### config.mk
export PLATFORM = sky130hd
export DESIGN_NAME = rf_wb_arbiter
export DESIGN_NICKNAME = d
export VERILOG_FILES = /design/src/rtl/rf_pkg.sv /design/src/rtl/rr_arb2.sv /design/src/rtl/rf_wb_arbiter.sv
export SDC_FILE = /design/constraint.sdc
export NUM_CORES = 1
export LEC_CHECK = 0
export ABC_AREA = 0
export CAP_MARGIN = 25
export CELL_PAD_IN_SITES_DETAIL_PLACEMENT = 2
export CELL_PAD_IN_SITES_GLOBAL_PLACEMENT = 2
export CORE_ASPECT_RATIO = 0.8
export CORE_MARGIN = 8
export CORE_UTILIZATION = 23
export CTS_CLUSTER_DIAMETER = 50
export CTS_CLUSTER_SIZE = 12
export DETAILED_ROUTE_END_ITERATION = 8
export MAX_ROUTING_LAYER = met4
export PLACE_DENSITY_LB_ADDON = 0.1
export SLEW_MARGIN = 30
export SYNTH_ARGS = -nofsm -noshare
export SYNTH_HDL_FRONTEND = slang
export SYNTH_SLANG_ARGS = --single-unit
### constraint.sdc
create_clock -name clk -period 1.6 [get_ports clk]
set_clock_uncertainty 0.1 [all_clocks]
set_input_delay 0.16 -clock clk [delete_from_list [all_inputs] [get_ports clk]]
set_output_delay 0.16 -clock clk [all_outputs]
set_load 0.005 [all_outputs]
### src/rtl/rf_pkg.sv
// Shared constants and requester ids for the register-file writeback arbiter.
package rf_pkg;

   localparam int unsigned DATA_W   = 16;
   localparam int unsigned ADDR_W   = 4;
   localparam int unsigned NUM_REGS = 2**ADDR_W;
   localparam int unsigned STALL_W  = 8;

   typedef enum logic {
      REQ_ALU  = 1'b0,
      REQ_LOAD = 1'b1
   } req_id_t;

endpackage

### src/rtl/rr_arb2.sv
// Two-input round-robin arbiter: combinational grants, registered priority pointer.
module rr_arb2
   import rf_pkg::*;
(
   input  logic       clk,
   input  logic       rst,
   input  logic [1:0] valid,
   output logic [1:0] grant_c
);

   req_id_t ptr;

   always_comb begin
      grant_c = 2'b00;
      case (valid)
         2'b01:   grant_c = 2'b01;
         2'b10:   grant_c = 2'b10;
         2'b11:   grant_c = (ptr == REQ_ALU) ? 2'b01 : 2'b10;
         default: grant_c = 2'b00;
      endcase
   end

   // Only a contested grant hands priority to the loser.
   always_ff @(posedge clk or posedge rst) begin
      if (rst) begin
         ptr <= REQ_ALU;
      end else if (&valid) begin
         ptr <= (ptr == REQ_ALU) ? REQ_LOAD : REQ_ALU;
      end
   end

endmodule

### src/rtl/rf_wb_arbiter.sv
// Arbitrates ALU and load writebacks onto the single register_file write port.
// Optional RF_R0_ZERO_EN: writes to r0 are accepted but suppressed, so r0 stays zero.
module rf_wb_arbiter #(
   parameter int unsigned DATA_W  = rf_pkg::DATA_W,
   parameter int unsigned ADDR_W  = rf_pkg::ADDR_W,
   parameter int unsigned STALL_W = rf_pkg::STALL_W
) (
   input  logic                   clk,
   input  logic                   rst,
   input  logic                   req0_valid,
   output logic                   req0_ready,
   input  logic [ADDR_W-1:0]      req0_dest,
   input  logic [DATA_W-1:0]      req0_data,
   input  logic                   req1_valid,
   output logic                   req1_ready,
   input  logic [ADDR_W-1:0]      req1_dest,
   input  logic [DATA_W-1:0]      req1_data,
   output logic                   reg_write_en,
   output logic [ADDR_W-1:0]      reg_write_dest,
   output logic [DATA_W-1:0]      reg_write_data,
   output logic [2**ADDR_W-1:0]   wb_pending,
   output logic [STALL_W-1:0]     stall_cnt
);

   localparam int unsigned NUM_REGS = 2**ADDR_W;

   logic [1:0]        grant_c;
   logic [ADDR_W-1:0] sel_dest_c;
   logic [DATA_W-1:0] sel_data_c;
   logic              write_c;
   logic              refused_c;

   rr_arb2 u_arb (
      .clk     (clk),
      .rst     (rst),
      .valid   ({req1_valid, req0_valid}),
      .grant_c (grant_c)
   );

   assign req0_ready = grant_c[0];
   assign req1_ready = grant_c[1];

   // Winner's payload and whether it really produces a register_file write.
   always_comb begin
      sel_dest_c = req0_dest;
      sel_data_c = req0_data;
      if (grant_c[rf_pkg::REQ_LOAD]) begin
         sel_dest_c = req1_dest;
         sel_data_c = req1_data;
      end
`ifdef RF_R0_ZERO_EN
      write_c = (|grant_c) && (sel_dest_c != '0);
`else
      write_c = |grant_c;
`endif
      refused_c = (req0_valid & ~grant_c[0]) | (req1_valid & ~grant_c[1]);
   end

   // Output register refills every cycle; dest/data hold when nothing is granted.
   always_ff @(posedge clk or posedge rst) begin
      if (rst) begin
         reg_write_en   <= 1'b0;
         reg_write_dest <= '0;
         reg_write_data <= '0;
         wb_pending     <= '0;
         stall_cnt      <= '0;
      end else begin
         reg_write_en <= write_c;
         if (|grant_c) begin
            reg_write_dest <= sel_dest_c;
            reg_write_data <= sel_data_c;
         end
         wb_pending <= write_c ? (NUM_REGS'(1) << sel_dest_c) : '0;
         if (refused_c && (stall_cnt != '1)) begin
            stall_cnt <= stall_cnt + STALL_W'(1);
         end
      end
   end

endmodule

==> results.ini <==
[outcome]
status = finished with violations
violations = setup timing

[power_and_ir_drop]
irDropWorstVdd_mv = 0.4941
power_mw = 4.207
p_leak_nw = 1.504
cellPowerDensity_nw_per_um2 = 1186

[floorplanning]
fp.coreArea_sq_um = 9449
fp.dieW_um = 125.1
dieHeight_um = 103.2
rows = 32
io_pins = 91
initial_core_util_pct = 23.16
die_area_sq_um = 12910

[worst_setup_path]
critPathSlowestCell = dfrtp_1
slowest_delay_ns = 0.40
reg2reg_to = wb_pending[4]$_DFF_PP0_
path_class = reg -> reg
crit_top_cell = buf_6
reg2reg_depth = 6
reg2reg_from = u_arb.ptr$_DFFE_PP0N_
startpoint_type = register
cp.required_ns = 1.72
path_cells = nand2b_4 > buf_6 > buf_6 > a21bo_4 > a21boi_4 > and3_4
ff2ff_setup_slack_ns = -0.03
critPathMaxFanout = 5
end_kind = register
critPathArrivalTime_ns = 1.75

[synthesis]
synth-simple-area-share_pct = 18.47
ys.flop_type = dfrtp_1
synthTopCellsByCount = dfrtp_1, a21oi_1, a31oi_1
synth.largest_area_cell = dfrtp_1
synth_edf_count = 0
yosysWarnings = 0
syn_avg_cell_area_sq_um = 10.32
synth_area_sq_um = 2188
yosys-top-cells-area = dfrtp_1, a31oi_1, nand2b_1
synth_fp_nets = 257
synth.most_common_cell = dfrtp_1
synth_mux_area_share_pct = 4.174
yosys.area_share.xor_xnor_pct = 0.8005
ys_ff_latch = 46
synth_adder_area_share_pct = 0.5718
async_flop_share_pct = 100.0
synth_compound_area_share_pct = 18.70
synthCells = 212
ys_seq_area_share_pct = 52.60
synth_top_family_by_area = compound AO/OA/AOI/OAI gates
synth_top_area_share_pct = 52.60
ys_types = 37

[cts]
numCtsBuffers = 5
cts_tree = done
clk_latency_ns = 0.29
clockBufferDepth = 2
hold_buffers = 0
htree_levels = 2
cts_root_buffer = clkbuf_16
clock_sinks = 46
path_clk_slew_ns = 0.07

[global_routing]
grt_pass1_vias = 2338
grt_pass1_wl_um = 12560
grt_max_degree = 47
grt_overflow_total = 0
grt_use_total_pct = 12.53
antenna_found_initial = 0

[sta]
setup_viol = 4
slew-limit-headroom_pct = 78.11
whs_ns = 0.1339
slew_viol_final = 0
fin_ws_ns = -0.03172
finalCritPeriodShare_pct = 102.0
worstMarginPinSlew_ns = 0.3284
max_freq_ghz = 0.6129
rsz0062_at_grt = yes
hold_viol_final = 0
period_minus_slack_ns = 1.632

[routing]
via_per_inst = 4.635
wl_met3_um = 395
drc = 0
wl_per_cell_um = 17.36
final_antenna_net_count = 0
vias = 2058
drtIter0Drc = 54
routed_wl_um = 7709
wl_met2_um = 3647
top_layer = met4
wl_met1_um = 3633
drt_pass1_iterations = 4

[run]
maxCapViolCount = 0

[layout]
drive_above_1_share_pct = 16.31
antenna_cells = 0
final_area_sq_um = 3547
syn_to_final_growth_pct = 62.09
nNetsFinal = 369
fillCellCount = 1060

[place]
portBuffers = 90
gp_congestion = 0.7308
placed_area_sq_um = 3319
place_ws_ns = -0.3229
dp_hpwl_um = 5570

[hold_path]
hp-class = in -> async

through the flow:
| stage | util, % | std cells | TNS (ns) |
|---|---|---|---|
| after CTS | 37.21 | 441 | -0.03684 |
| after global routing | 37.54 | 444 | -0.4841 |
| after detailed placement | 35.13 | 429 | -10.35 |
| final | 37.54 | 444 | -0.06084 |
| after floorplan | - | 212 | 0 |
| after global placement | 35.13 | 429 | -8.773 |
layout by cell type (no fill, tap or decap), drive strengths merged:
master and count:
mux2i 2, buf 29, a41oi 1, a21oi 18, ha 1, and3 10
o21a 3, clkinv 1, dfrtp 46, xor2 1, a32o 2, nand2b 18
nor2 7, nor3 8, inv 6, clkbuf 5, o21ai 18, nand3 6
nor2b 1, and2 1, a21boi 3, clkinvlp 1, nand4 3, a21bo 1
clkdlybuf4s50 86, a31oi 18, or2 1, dlygate4sd2 3, nand2 18, xnor2 1
mux2 5, o211ai 1
power by group:
group          internal, mW  switching (mW)  total [mW]  leakage [nW]
Combinational         0.930           0.666        1.60         0.853
Sequential             1.39           0.152        1.54         0.581
Clock                 0.588           0.479        1.07        0.0704
Total                  2.91            1.30        4.21          1.50
layout make-up:
cell class | count | area (sq um) | area share, %
Sequential cell | 46 | 1151 | 32.45
Timing Repair Buffer | 118 | 1126 | 31.75
Multi-Input combinational cell | 148 | 952.2 | 26.84
Tap cell | 119 | 148.9 | 4.198
Clock buffer | 5 | 125.1 | 3.527
Clock inverter | 3 | 25.02 | 0.7055
Inverter | 5 | 18.77 | 0.5291
worst max path at each step:
stage	cells after the start	slack, ns	start	endpoint
2_1_floorplan	6	0.05	u_arb.ptr$_DFFE_PP0N_	wb_pending[12]$_DFF_PP0_
3_3_place_gp	3	-0.25	req0_valid	req0_ready
3_5_place_dp	5	-0.32	req0_valid	wb_pending[4]$_DFF_PP0_
4_1_cts	6	-0.02	u_arb.ptr$_DFFE_PP0N_	wb_pending[4]$_DFF_PP0_
5_1_grt	6	-0.08	u_arb.ptr$_DFFE_PP0N_	wb_pending[4]$_DFF_PP0_
6_report	6	-0.03	u_arb.ptr$_DFFE_PP0N_	wb_pending[4]$_DFF_PP0_
timing repair:
action | in CTS | in global routing
setup buffers | 4 | 3
resized for setup | 7 | 2
pin swaps | 6 | 5
setup endpoints to repair | 6 | 17
per-layer routing:
layer  global-route usage [%]  vias up
li1                         -      976
met2                    20.49       54
met3                    3.535        2
met4                    2.239        0
met5                        -        -
met1                    15.45     1026
cell families after synthesis:
logic type / after synthesis
adder cells (fa/ha/maj): 1
XOR/XNOR: 2
AND/OR/NAND/NOR: 73
multiplexers: 7
flip-flops: 46
AO/OA/AOI/OAI: 65
buffers and inverters: 18
registers in the layout, summed over array words and instances (netlist names):
signal          count
reg_write_dest      4
u_arb.ptr           1
stall_cnt           8
reg_write_data     16
reg_write_en        1
wb_pending         16
critical path: cells and delay by family, from the launching register on:
family / cells / cell delay, ns
and+or+nand+nor: 2 / 0.37
buffers and inverters: 2 / 0.26
AOI/OAI and AO/OA: 2 / 0.44
DFF: 1 / 0.40
Power figures use the tool's default switching activity.
